File: config.mk
export PLATFORM = sky130hd
export DESIGN_NAME = frontend_width_ctrl
export DESIGN_NICKNAME = d
export VERILOG_FILES = /design/src/rtl/frontend_width_ctrl_pkg.sv /design/src/rtl/width_settle_timer.sv /design/src/rtl/frontend_width_ctrl.sv
export SDC_FILE = /design/constraint.sdc
export NUM_CORES = 1
export LEC_CHECK = 0
export ABC_CLOCK_PERIOD_IN_PS = 1800
export BUFFER_PORTS_ARGS = -buffer_cell sky130_fd_sc_hd__buf_4
export CAP_MARGIN = 10
export CORE_MARGIN = 5
export CORE_UTILIZATION = 40
export DETAILED_ROUTE_END_ITERATION = 10
export GPL_TIMING_DRIVEN = 0
export PLACE_DENSITY_LB_ADDON = 0.15
export SYNTH_ARGS = -nofsm -noshare
export SYNTH_HDL_FRONTEND = slang
export SYNTH_SLANG_ARGS = --single-unit
File: constraint.sdc
create_clock -name clk -period 1.8 [get_ports clk]
set_input_delay 0.09 -clock clk [delete_from_list [all_inputs] [get_ports clk]]
set_output_delay 0.09 -clock clk [all_outputs]
set_load 0.01 [all_outputs]
File: src/rtl/frontend_width_ctrl_pkg.sv
// Shared types and helpers for front-end width reconfiguration.
// The instruction buffer and decode use width_to_mask as well, so the lane
// mapping stays identical on both sides of the width switch.
package frontend_width_ctrl_pkg;

    typedef enum logic [2:0] {
        IDLE,
        DRAIN,
        FLUSH,
        APPLY,
        SETTLE
    } fwc_state_e;

    localparam logic [2:0] MIN_WIDTH = 3'd1;
    localparam logic [2:0] MAX_WIDTH = 3'd4;

    // Lanes fill from slot0 (bit3) downward.
    function automatic logic [3:0] width_to_mask(input logic [2:0] width);
        logic [3:0] mask;
        case (width)
            3'd1:    mask = 4'b1000;
            3'd2:    mask = 4'b1100;
            3'd3:    mask = 4'b1110;
            default: mask = 4'b1111;
        endcase
        return mask;
    endfunction

endpackage

File: src/rtl/width_settle_timer.sv
// Loadable down-counter with a terminal-count flag.
// Used both for the drain timeout and for the post-widen settle time.
module width_settle_timer
    import frontend_width_ctrl_pkg::*;
#(
    parameter int CNT_W = 4
) (
    input  logic             clk,
    input  logic             reset,
    input  logic             i_load,
    input  logic [CNT_W-1:0] i_load_val,
    input  logic             i_dec,
    output logic             o_done
);

    logic [CNT_W-1:0] r_count;

    // Load wins over decrement; decrement holds at zero.
    always_ff @(posedge clk) begin
        if (reset) begin
            r_count <= '0;
        end else if (i_load) begin
            r_count <= i_load_val;
        end else if (i_dec && (r_count != '0)) begin
            r_count <= r_count - CNT_W'(1);
        end
    end

    assign o_done = (r_count == '0);

endmodule

File: src/rtl/frontend_width_ctrl.sv
// Front-end width reconfiguration sequencer.
// Stalls fetch, drains (or flushes) the instruction buffer, swaps width and
// lane mask on one edge, then holds the stall while new lanes settle.
//
//   state  | meaning
//   -------+------------------------------------------------------------
//   IDLE   | width stable, accepting requests
//   DRAIN  | fetch stalled, buffer dispatching at the old width
//   FLUSH  | one-cycle flush request, buffer empties on this edge
//   APPLY  | width and mask switch on exit
//   SETTLE | widened lanes settling, fetch still stalled
module frontend_width_ctrl
    import frontend_width_ctrl_pkg::*;
#(
    parameter int COUNT_W       = 5,
    parameter int RESET_WIDTH   = 4,
    parameter int SETTLE_CYCLES = 8,
    parameter int DRAIN_TIMEOUT = 32
) (
    input  logic               clk,
    input  logic               reset,
    input  logic               cfg_valid_i,
    input  logic [2:0]         cfg_width_i,
    output logic               cfg_ready_o,
    output logic               cfg_err_o,
    input  logic               flush_i,
    input  logic [COUNT_W-1:0] buf_count_i,
    output logic               stall_fetch_o,
    output logic               flush_req_o,
    output logic [2:0]         front_end_width_o,
    output logic [3:0]         lane_mask_o,
    output logic               busy_o
);

    localparam int DRAIN_W  = $clog2(DRAIN_TIMEOUT + 1);
    localparam int SETTLE_W = $clog2(SETTLE_CYCLES + 1);

    fwc_state_e r_state;
    logic [2:0] r_width;
    logic [3:0] r_mask;
    logic [2:0] r_pending;
    logic       r_stall;
    logic       r_flush_req;
    logic       r_err;
    logic       r_busy;
    logic       r_ready;

    logic w_legal;
    logic w_accept;
    logic w_residue;
    logic w_drain_load;
    logic w_drain_dec;
    logic w_drain_done;
    logic w_settle_load;
    logic w_settle_dec;
    logic w_settle_done;

    assign w_legal   = (cfg_width_i >= MIN_WIDTH) && (cfg_width_i <= MAX_WIDTH);
    assign w_accept  = cfg_valid_i && r_ready;
    // Fewer entries than lanes: the leftover group can never dispatch.
    assign w_residue = buf_count_i < COUNT_W'(r_width);

    // Drain timer counts down from DRAIN_TIMEOUT-1; zero means the last allowed DRAIN cycle.
    assign w_drain_load  = w_accept && w_legal && (cfg_width_i != r_width);
    assign w_drain_dec   = (r_state == DRAIN);
    assign w_settle_load = (r_state == APPLY) && (r_pending > r_width);
    assign w_settle_dec  = (r_state == SETTLE);

    width_settle_timer #(.CNT_W(DRAIN_W)) u_drain_timer (
        .clk        (clk),
        .reset      (reset),
        .i_load     (w_drain_load),
        .i_load_val (DRAIN_W'(DRAIN_TIMEOUT - 1)),
        .i_dec      (w_drain_dec),
        .o_done     (w_drain_done)
    );

    width_settle_timer #(.CNT_W(SETTLE_W)) u_settle_timer (
        .clk        (clk),
        .reset      (reset),
        .i_load     (w_settle_load),
        .i_load_val (SETTLE_W'(SETTLE_CYCLES - 1)),
        .i_dec      (w_settle_dec),
        .o_done     (w_settle_done)
    );

    // Sequencer with registered outputs set on each state transition.
    always_ff @(posedge clk) begin
        if (reset) begin
            r_state     <= IDLE;
            r_width     <= 3'(RESET_WIDTH);
            r_mask      <= width_to_mask(3'(RESET_WIDTH));
            r_pending   <= 3'(RESET_WIDTH);
            r_stall     <= 1'b0;
            r_flush_req <= 1'b0;
            r_err       <= 1'b0;
            r_busy      <= 1'b0;
            r_ready     <= 1'b1;
        end else begin
            r_flush_req <= 1'b0;
            r_err       <= 1'b0;
            case (r_state)
                IDLE: begin
                    if (w_accept) begin
                        if (!w_legal) begin
                            r_err <= 1'b1;
                        end else if (cfg_width_i != r_width) begin
                            r_pending <= cfg_width_i;
                            r_state   <= DRAIN;
                            r_stall   <= 1'b1;
                            r_busy    <= 1'b1;
                            r_ready   <= 1'b0;
                        end
                    end
                end
                DRAIN: begin
                    if (flush_i || (buf_count_i == '0)) begin
                        r_state <= APPLY;
                    end else if (w_residue || w_drain_done) begin
                        r_state     <= FLUSH;
                        r_flush_req <= 1'b1;
                    end
                end
                FLUSH: begin
                    r_state <= APPLY;
                end
                APPLY: begin
                    r_width <= r_pending;
                    r_mask  <= width_to_mask(r_pending);
                    if (r_pending > r_width) begin
                        r_state <= SETTLE;
                    end else begin
                        r_state <= IDLE;
                        r_stall <= 1'b0;
                        r_busy  <= 1'b0;
                        r_ready <= 1'b1;
                    end
                end
                SETTLE: begin
                    if (w_settle_done) begin
                        r_state <= IDLE;
                        r_stall <= 1'b0;
                        r_busy  <= 1'b0;
                        r_ready <= 1'b1;
                    end
                end
                default: begin
                    r_state <= IDLE;
                    r_stall <= 1'b0;
                    r_busy  <= 1'b0;
                    r_ready <= 1'b1;
                end
            endcase
        end
    end

    assign cfg_ready_o       = r_ready;
    assign cfg_err_o         = r_err;
    assign stall_fetch_o     = r_stall;
    assign flush_req_o       = r_flush_req;
    assign front_end_width_o = r_width;
    assign lane_mask_o       = r_mask;
    assign busy_o            = r_busy;

endmodule

==> results.rst, run 1 <==
.. list-table::
   :header-rows: 1

   * - Metric
     - Value
   * - Result of the run
     - finished, final reports clean
   * - Combined buffer and inverter count along the critical path
     - 1
   * - WL per Instance
     - 14.2 um
   * - Crit end category
     - flip-flop
   * - Number of nets in the layout
     - 216
   * - Minimum setup slack among reg-to-reg paths
     - 0.07 ns
   * - TritonCTS buffer count
     - 3
   * - Initial Util
     - 0.421
   * - Clock tree skew after final layout
     - 0.0193 ns
   * - Port Buffer Count
     - 21
   * - Cell count after synthesis
     - 167
   * - Count of distinct cell types in the synthesized netlist
     - 45
   * - Diode insertion count for antenna repair
     - 0
   * - Highest ir drop seen on vdd
     - 0.346 mV
   * - First-pass GRT wire length
     - 5.98 mm
   * - Remaining antenna violation count
     - 0
   * - Cell count of the worst reg-to-reg path
     - 5
   * - Fraction of layout instances using a drive strength above 1
     - 0.250
   * - Final hold violation count
     - 0
   * - Number of antenna violations at the first check in global routing
     - 0
   * - WL final
     - 3.43 mm
   * - Worst path cell trace
     - nand2_1 -> or2_1 -> buf_6 -> or3_4 -> and3_1
   * - Worst R2R End
     - u_settle_timer.r_count[3]
   * - Register bit total from synthesis
     - 26
   * - Leak pwr
     - 0.000681 uW
   * - Area added between synthesis and finish
     - 22.5%
   * - Number of global-route vias before repair
     - 1,302
   * - TritonCTS clock tree
     - built
   * - Ratio of total power to cell area
     - 973 nW/um2
   * - Count of boundary I/O pins
     - 24
   * - Top achievable clock speed
     - 579 MHz
   * - Total vias in the final route
     - 1,291
   * - Final Instance Area
     - 1750 um2
   * - Critical path destination
     - u_settle_timer.r_count[3]
   * - Most common cell after layout, fill and taps aside
     - sky130_fd_sc_hd__buf_4
   * - Later-pin clock latency in the skew report
     - 0.32 ns
   * - Critical-path top delay cell
     - sky130_fd_sc_hd__dfxtp_1
   * - Largest stage delay, worst path
     - 0.52 ns
   * - Worst setup path startpoint
     - r_state[1]
   * - Clock transition time at the flip-flop clock pins of the worst setup and hold paths
     - 0.15 ns
   * - Pin count of the biggest net entering global routing
     - 15
   * - Setup-violating endpoint count in the final report
     - 0
   * - Source of the worst register-to-register timing path
     - r_state[1]
   * - Type of the worst setup path
     - reg2reg
   * - Die Span Y
     - 69.7 um
   * - Most used cells in the layout excluding fill and tap cells
     - 27 x sky130_fd_sc_hd__buf_4, 21 x sky130_fd_sc_hd__dfxtp_1, 16 x sky130_fd_sc_hd__nor2_1, 15 x sky130_fd_sc_hd__nand2_1, 15 x sky130_fd_sc_hd__a21oi_1
   * - Max-slew violations
     - 0
   * - Root buffer selected by CTS
     - sky130_fd_sc_hd__clkbuf_4
   * - CP delay by family, top
     - simple AND/OR/NAND/NOR gates
   * - Worst Path Arrival
     - 1.94 ns
   * - Std-Cell Core Area
     - 3390 um2
   * - Data required time of the worst path
     - 2.02 ns
   * - Dpl hpwl
     - 2.50 mm
   * - Net count after synthesis
     - 186
   * - All-layer global routing usage
     - 0.147
   * - Final core utilization
     - 0.515
   * - # Max-Cap Violations
     - 0
   * - Final period utilization
     - 0.959
   * - Post-CTS Hold Buffers
     - 0
   * - Share of synthesized area occupied by flip-flops and latches
     - 0.365
   * - Routability-driven placement congestion ratio
     - 0.721
   * - Final total negative setup slack
     - 0 ns
   * - Die outline width
     - 69.7 um
   * - Number of design-rule violations left by the first detailed-router iteration
     - 53
   * - Min cycle time layout
     - 1.73 ns
   * - Clock Path Buffers
     - 2
   * - Post-Syn Area
     - 1430 um2
   * - Synthesized area divided by synthesized cell count
     - 8.54 um2
   * - Type of origin of the critical path
     - flip-flop
   * - Total number of clock tree sinks
     - 26
   * - Residual DRC count
     - 0
   * - H-Tree Level Count
     - 1
   * - Pre-Repair DR Iteration Count
     - 4
   * - Stages on worst setup path
     - 5
   * - Detail-routed via count per cell
     - 5.33
   * - Total congestion overflow
     - 0
   * - Placed standard-cell area
     - 1640 um2
   * - Type of the tightest min-delay check
     - in2reg
   * - Standard-cell row count
     - 21
   * - Warning count from the yosys run
     - 0
   * - Die Footprint
     - 4860 um2
   * - Max FO, Critical Path
     - 7
==> layer usage <==
metal,track usage,vias to the layer above,wire length [um]
met2,0.236,41,1620
met4,0.0787,0,97
met3,0.0261,10,172
li1,-,643,-
met1,0.186,597,1540
met5,0,-,0
==> cell type report <==
cell class / instances / area, um2
Clock buffer: 4 / 36.3
Fill cell: 325 / 1640
Multi-Input combinational cell: 123 / 855
Timing Repair Buffer: 25 / 188
Inverter: 12 / 45.0
Buffer: 6 / 38.8
Tap cell: 46 / 57.6
Sequential cell: 26 / 527
==> per-stage QoR <==
step,hold WS [ns],worst slack [ns],cells,total power (uW)
finish,0.0363,0.0736,242,1700
global route,0.0292,-0.0141,242,1830
floorplan,0.232,0.195,167,1170
CTS,0.0301,0.00990,238,1660
global placement,0.383,0.0728,234,1330
detailed placement,0.394,0.0191,234,1360
==> worst register-to-register path, stage by stage, from the launching register on <==
cell and delay [ns]:
sky130_fd_sc_hd__dfxtp_1 0.52, sky130_fd_sc_hd__nand2_1 0.15, sky130_fd_sc_hd__or2_1 0.24, sky130_fd_sc_hd__buf_6 0.13, sky130_fd_sc_hd__or3_4 0.41, sky130_fd_sc_hd__and3_1 0.18
==> what timing repair did <==
item / 4_1_cts / 5_1_grt
resized for setup: 1 / 9
setup buffers: 0 / 4
cloned: 0 / 0
endpoints found under the hold margin: 0 / 0
endpoints found under the setup margin: 1 / 9
pin swaps: 0 / 3
==> synthesized netlist by cell type <==
cell type                   instances  share of area
sky130_fd_sc_hd__nand2_1           15          0.039
sky130_fd_sc_hd__o21a_1             1         0.0053
sky130_fd_sc_hd__nand3_1            7          0.025
sky130_fd_sc_hd__and3b_1            2          0.012
sky130_fd_sc_hd__nor3b_1            4          0.021
sky130_fd_sc_hd__a211oi_1           1         0.0053
sky130_fd_sc_hd__o311ai_1           1         0.0061
sky130_fd_sc_hd__a311oi_4           1          0.018
sky130_fd_sc_hd__nor3_1             5          0.018
sky130_fd_sc_hd__nand2b_2           1         0.0061
sky130_fd_sc_hd__inv_1             11          0.029
sky130_fd_sc_hd__nor4_2             1         0.0088
sky130_fd_sc_hd__and3_1             2         0.0088
sky130_fd_sc_hd__o211ai_1           1         0.0053
sky130_fd_sc_hd__nor4_4             1          0.015
sky130_fd_sc_hd__or2_1              1         0.0044
sky130_fd_sc_hd__clkinv_1           1         0.0026
sky130_fd_sc_hd__nand3b_1           2          0.011
sky130_fd_sc_hd__nor2_1            16          0.042
sky130_fd_sc_hd__nor4b_1            1         0.0061
sky130_fd_sc_hd__buf_6              1         0.0079
sky130_fd_sc_hd__a221oi_2           1          0.011
sky130_fd_sc_hd__a221oi_1           1         0.0061
sky130_fd_sc_hd__buf_4              2          0.011
sky130_fd_sc_hd__or3_4              1         0.0079
sky130_fd_sc_hd__o21bai_1           2          0.011
sky130_fd_sc_hd__nand2b_1           1         0.0044
sky130_fd_sc_hd__mux2i_1            3          0.021
sky130_fd_sc_hd__a21oi_1           15          0.053
sky130_fd_sc_hd__or2_2              1         0.0044
sky130_fd_sc_hd__a2111oi_0          1         0.0061
sky130_fd_sc_hd__o21ai_0            9          0.032
sky130_fd_sc_hd__xor2_1             3          0.018
sky130_fd_sc_hd__nand3_2            1         0.0070
sky130_fd_sc_hd__clkbuf_1           2         0.0053
sky130_fd_sc_hd__buf_2              1         0.0035
sky130_fd_sc_hd__nand4_1            1         0.0044
sky130_fd_sc_hd__o2111ai_1          1         0.0061
sky130_fd_sc_hd__a311o_1            1         0.0070
sky130_fd_sc_hd__conb_1             1         0.0026
sky130_fd_sc_hd__ha_1               7          0.061
sky130_fd_sc_hd__nor4_1             2         0.0088
sky130_fd_sc_hd__dfxtp_1           26           0.36
sky130_fd_sc_hd__or4_1              1         0.0053
sky130_fd_sc_hd__xnor2_1            7          0.043
==> power by group <==
part	internal, uW	total (uW)	leakage [uW]	switching (uW)
logic	306	627	0.000447	321
registers	667	776	0.000213	109
clock network	123	297	0.0000210	174
==> worst min-delay path by stage <==
| stage | from | end | slack, ns | depth (start not counted) |
|---|---|---|---|---|
| after CTS | cfg_width_i[1] | r_pending[1] | 0.03 | 3 |
| final | cfg_width_i[1] | r_pending[1] | 0.04 | 3 |
| after floorplan | cfg_width_i[0] | r_pending[0] | 0.23 | 2 |
| after global placement | cfg_width_i[1] | r_pending[1] | 0.38 | 3 |
| after global routing | cfg_valid_i | cfg_err_o | 0.03 | 3 |
| after detailed placement | cfg_width_i[1] | r_pending[1] | 0.39 | 3 |
==> cells by family (layout without fill, tap and decap cells) <==
kind of cell               Yosys count  after routing  synth area share
muxes                                3              3            0.0211
buffers and inverters               18             47            0.0588
xor gates and xnor gates            10             10            0.0614
adders and majority gates            7              7            0.0614
DFF                                 26             26             0.365
and+or+nand+nor                     66             66             0.259
other                                1              1           0.00263
AOI/OAI and AO/OA                   36             36             0.171
==> sequential cells by signal, indices dropped and copies added (netlist names) <==
register and count:
u_drain_timer.r_count 6, u_settle_timer.r_count 4, front_end_width_o 3, lane_mask_o 3, r_pending 3, r_state 3
busy_o 1, cfg_err_o 1, cfg_ready_o 1, flush_req_o 1
Power figures use the tool's default switching activity.
==> inputs of run 2 (changes only) <==
- CORE_UTILIZATION: 40 -> 55
- SYNTH_HIERARCHICAL: default -> 1
==> run 2 against run 1 <==
- sequential share of layout area shrank 2.6 points
- setup slack lost 0.034 ns
- cell count grew 2.1%
- sequential cell count is the same
- core utilization grew 19 points
- sequential power shrank 8.6%
- synthesized cell count grew 6.6%
- critical path type unchanged
- critical path depth grew 1
- fmax shrank 1.9%
- power shrank 10%
- largest cell class unchanged
==> results.rst, run 2 <==
.. list-table::
   :header-rows: 1

   * - Metric
     - Value
   * - Later-pin clock latency in the skew report
     - 0.32 ns (about the same)
   * - Cell type with the largest total area after synthesis
     - sky130_fd_sc_hd__dfxtp_1
   * - Max-slew violations
     - 0 (unchanged)
   * - Ratio of total power to cell area
     - 788 nW/um2 (-19%)
   * - Register with the highest flop count
     - u_drain_timer/r_count
   * - Register bit total from synthesis
     - 26 (unchanged)
   * - Worst R2R End
     - u_drain_timer/r_count[5]
   * - Pin count of the biggest net entering global routing
     - 15 (unchanged)
   * - Routability-driven placement congestion ratio
     - 0.804 (+12%)
   * - Largest stage delay, worst path
     - 0.51 ns (about the same)
   * - Clock Path Buffers
     - 2 (unchanged)
   * - Std-Cell Core Area
     - 2730 um2 (-19%)
   * - Max FO, Critical Path
     - 8 (+1)
   * - Number of enable flip-flop cells after synthesis
     - 0 (unchanged)
   * - Detail-routed via count per cell
     - 5.53 (+3.7%)
   * - Type of the tightest min-delay check
     - in2reg
   * - Worst hold slack
     - 0.0237 ns (-0.0127 ns)
   * - Largest registers
     - u_drain_timer/r_count x6, u_settle_timer/r_count x4
   * - Synthesized area divided by synthesized cell count
     - 8.68 um2 (+1.6%)
   * - Final period utilization
     - 0.978 (+0.0187)
   * - Residual DRC count
     - 0 (unchanged)
   * - Total number of clock tree sinks
     - 26 (unchanged)
   * - Commonest cells in the netlist
     - 26 x sky130_fd_sc_hd__dfxtp_1, 26 x sky130_fd_sc_hd__nor2_1, 13 x sky130_fd_sc_hd__inv_1, 8 x sky130_fd_sc_hd__ha_1, 8 x sky130_fd_sc_hd__o21ai_0
   * - Count of boundary I/O pins
     - 24 (unchanged)
   * - Number of fill cells in the layout
     - 224 (-31%)
   * - Die Span Y
     - 63.0 um (-9.6%)
   * - Initial Util
     - 0.565 (+0.144)
   * - Critical-path top delay cell
     - sky130_fd_sc_hd__or4b_4
   * - Number of antenna violations at the first check in global routing
     - 0 (unchanged)
   * - Cell count after synthesis
     - 178 (+6.6%)
   * - Total area of sequential cells
     - 533 um2 (+1.2%)
   * - Worst path cell trace
     - buf_6 -> nor3b_4 -> or4b_4 -> nor3_2 -> mux2i_1 -> a211oi_1
   * - Number of design-rule violations left by the first detailed-router iteration
     - 96 (+81%)
   * - All-layer global routing usage
     - 0.184 (+0.0369)
   * - Final Instance Area
     - 1930 um2 (+11%)
   * - Placed standard-cell area
     - 1800 um2 (+9.8%)
   * - Most common cell after layout, fill and taps aside
     - sky130_fd_sc_hd__buf_4
   * - Result of the run
     - finished, final reports clean
   * - Data required time of the worst path
     - 2.02 ns (about the same)
   * - Top achievable clock speed
     - 568 MHz (-1.9%)
   * - Worst Path Arrival
     - 1.98 ns (+0.04 ns)
   * - Dpl hpwl
     - 2.57 mm (+3.0%)
   * - Pre-Repair DR Iteration Count
     - 5 (+1)
   * - Standard-cell row count
     - 19 (-9.5%)
   * - Post-synth top flop
     - sky130_fd_sc_hd__dfxtp_1
   * - Share of synthesized flip-flops with an asynchronous set or reset
     - 0 (unchanged)
   * - Crit end category
     - flip-flop
   * - Die outline width
     - 63.0 um (-9.6%)
   * - Source of the worst register-to-register timing path
     - r_state[0]
   * - Min-Delay Endpoint
     - cfg_err_o
   * - Setup-violating endpoint count in the final report
     - 0 (unchanged)
   * - Min cycle time layout
     - 1.76 ns (+0.0337 ns)
   * - Fraction of layout instances using a drive strength above 1
     - 0.315 (+0.0648)
   * - Most used cells in the layout excluding fill and tap cells
     - 29 x sky130_fd_sc_hd__buf_4, 25 x sky130_fd_sc_hd__nor2_1, 18 x sky130_fd_sc_hd__dfxtp_1, 11 x sky130_fd_sc_hd__conb_1, 9 x sky130_fd_sc_hd__inv_1
   * - # Max-Cap Violations
     - 0 (unchanged)
   * - Final hold violation count
     - 0 (unchanged)
   * - Area used by multi-input combinational logic
     - 1030 um2 (+21%)
   * - H-Tree Level Count
     - 1 (unchanged)
   * - Global-route track usage on met1
     - 0.224 (+0.0381)
   * - Flip-flop count of the largest register after layout
     - 6 (unchanged)
   * - Number of global-route vias before repair
     - 1,417 (+8.8%)
   * - TritonCTS clock tree
     - built
   * - Highest ir drop seen on vdd
     - 0.677 mV (+95%)
   * - Global-route layer with the greatest usage
     - met2
   * - Minimum setup slack among reg-to-reg paths
     - 0.04 ns (-0.03 ns)
   * - Cell Count Post-Placement
     - 240 (+2.6%)
   * - Global routing met2 resource utilization
     - 0.314 (+0.0779)
   * - Area added between synthesis and finish
     - 25.2%
   * - Leak pwr
     - 0.000766 uW (+12%)
   * - Total congestion overflow
     - 0 (unchanged)
   * - Type of the worst setup path
     - reg2reg
   * - Final std cells w/o fill
     - 247 (+2.1%)
   * - Worst-case headroom to the max-slew limit
     - 0.659
   * - Type of origin of the critical path
     - flip-flop
   * - Cell count of the worst reg-to-reg path
     - 6 (+1)
   * - Clock transition time at the flip-flop clock pins of the worst setup and hold paths
     - 0.14 ns (about the same)
   * - Tightest Pin Transition
     - 0.504 ns
   * - Port Buffer Count
     - 22 (+4.8%)
   * - Diode insertion count for antenna repair
     - 0 (unchanged)
   * - Number of nets in the layout
     - 237 (+9.7%)
   * - Die Footprint
     - 3970 um2 (-18%)
   * - Hold Crit Depth
     - 3 (unchanged)
   * - Yosys top cell area share
     - 0.337 (-0.0281)
   * - Post-CTS Hold Buffers
     - 0 (unchanged)
   * - Post-Syn Area
     - 1550 um2 (+8.3%)
   * - Total vias in the final route
     - 1,367 (+5.9%)
   * - Share of synthesized area occupied by flip-flops and latches
     - 0.337 (-0.0281)
   * - Root buffer selected by CTS
     - sky130_fd_sc_hd__clkbuf_4
   * - Most area-consuming cells after synthesis
     - sky130_fd_sc_hd__dfxtp_1 34%, sky130_fd_sc_hd__ha_1 6.5%, sky130_fd_sc_hd__nor2_1 6.3%
   * - WL per Instance
     - 14.3 um (+1.1%)
   * - First-pass GRT wire length
     - 6.09 mm (+1.7%)
   * - Remaining antenna violation count
     - 0 (unchanged)
   * - WL final
     - 3.54 mm (+3.2%)
   * - Count of distinct cell types in the synthesized netlist
     - 46 (+2.2%)
   * - Hold wc startpoint
     - cfg_valid_i
   * - TritonCTS buffer count
     - 3 (unchanged)
   * - Met3 track demand over resource in global routing
     - 0.0378 (+0.0117)
   * - Clock tree skew after final layout
     - 0.00155 ns (-0.0177 ns)
   * - Warning count from the yosys run
     - 6 (+6)
-- run 2: worst max-delay path by stage --
stage                               from                         to  slack (ns)  cells after the start
floorplan                     r_state[1]   u_drain_timer/r_count[5]        0.05                      6
global placement              r_state[1]  u_settle_timer/r_count[1]       -0.11                      6
detailed placement  front_end_width_o[1]  u_settle_timer/r_count[1]       -0.13                      9
CTS                           r_state[0]   u_drain_timer/r_count[5]       0.001                      6
global route        front_end_width_o[1]  u_settle_timer/r_count[1]     -0.0009                      8
finish                        r_state[0]   u_drain_timer/r_count[5]        0.04                      6
-- run 2: repair_timing --
action	CTS	global route
buffers inserted	5	0
pin swaps	8	4
endpoints found under the setup margin	6	9
gates resized for setup	9	14
-- run 2: cell families (layout without fill, tap and decap cells) --
logic type	after synthesis	count (layout)	synth area share
flip-flops	26	26	0.337
XOR/XNOR	7	7	0.0397
AO/OA/AOI/OAI	38	38	0.190
adder cells (fa/ha/maj)	8	8	0.0648
AND/OR/NAND/NOR	69	69	0.264
other	2	11	0.00486
buffers and inverters	22	51	0.0607
multiplexers	6	6	0.0389
-- run 2: power breakdown --
group          switching (uW)  internal, uW  total (uW)
Clock                     170           124         293
Combinational             261           262         523
Sequential               71.8           637         709
Total                     502          1020        1520
-- run 2: through the flow --
step	setup TNS (ns)	worst slack, ns	power, uW	utilization
2_1_floorplan	0	0.0480	1050	-
3_3_place_gp	-0.245	-0.115	1160	0.659
3_5_place_dp	-0.430	-0.131	1180	0.659
4_1_cts	0	0.00143	1510	0.695
5_1_grt	-0.000872	-0.000872	1630	0.708
6_report	0	0.0399	1520	0.708
-- run 2: area by class of cell --
| class | count | area share |
|---|---|---|
| buffer | 7 | 0.0226 |
| sequential | 26 | 0.276 |
| inverter | 13 | 0.0252 |
| multi-input combinational | 139 | 0.533 |
| timing repair buffer | 27 | 0.105 |
| tap | 31 | 0.0201 |
| clock buffer | 4 | 0.0188 |
-- run 2: metal layers --
metal / share of wire / vias to the layer above
met3: 0.033 / 7
met2: 0.52 / 30
li1: - / 694
met1: 0.44 / 636
met4: 0.016 / 0
met5: 0 / -
-- run 2: worst max-delay path, delay by kind of cell, from the launching register on --
| kind | cells | cell delay (ns) |
|---|---|---|
| buffers and inverters | 1 | 0.13 |
| and+or+nand+nor | 3 | 0.87 |
| DFF | 1 | 0.35 |
| AOI/OAI and AO/OA | 1 | 0.09 |
| muxes | 1 | 0.22 |
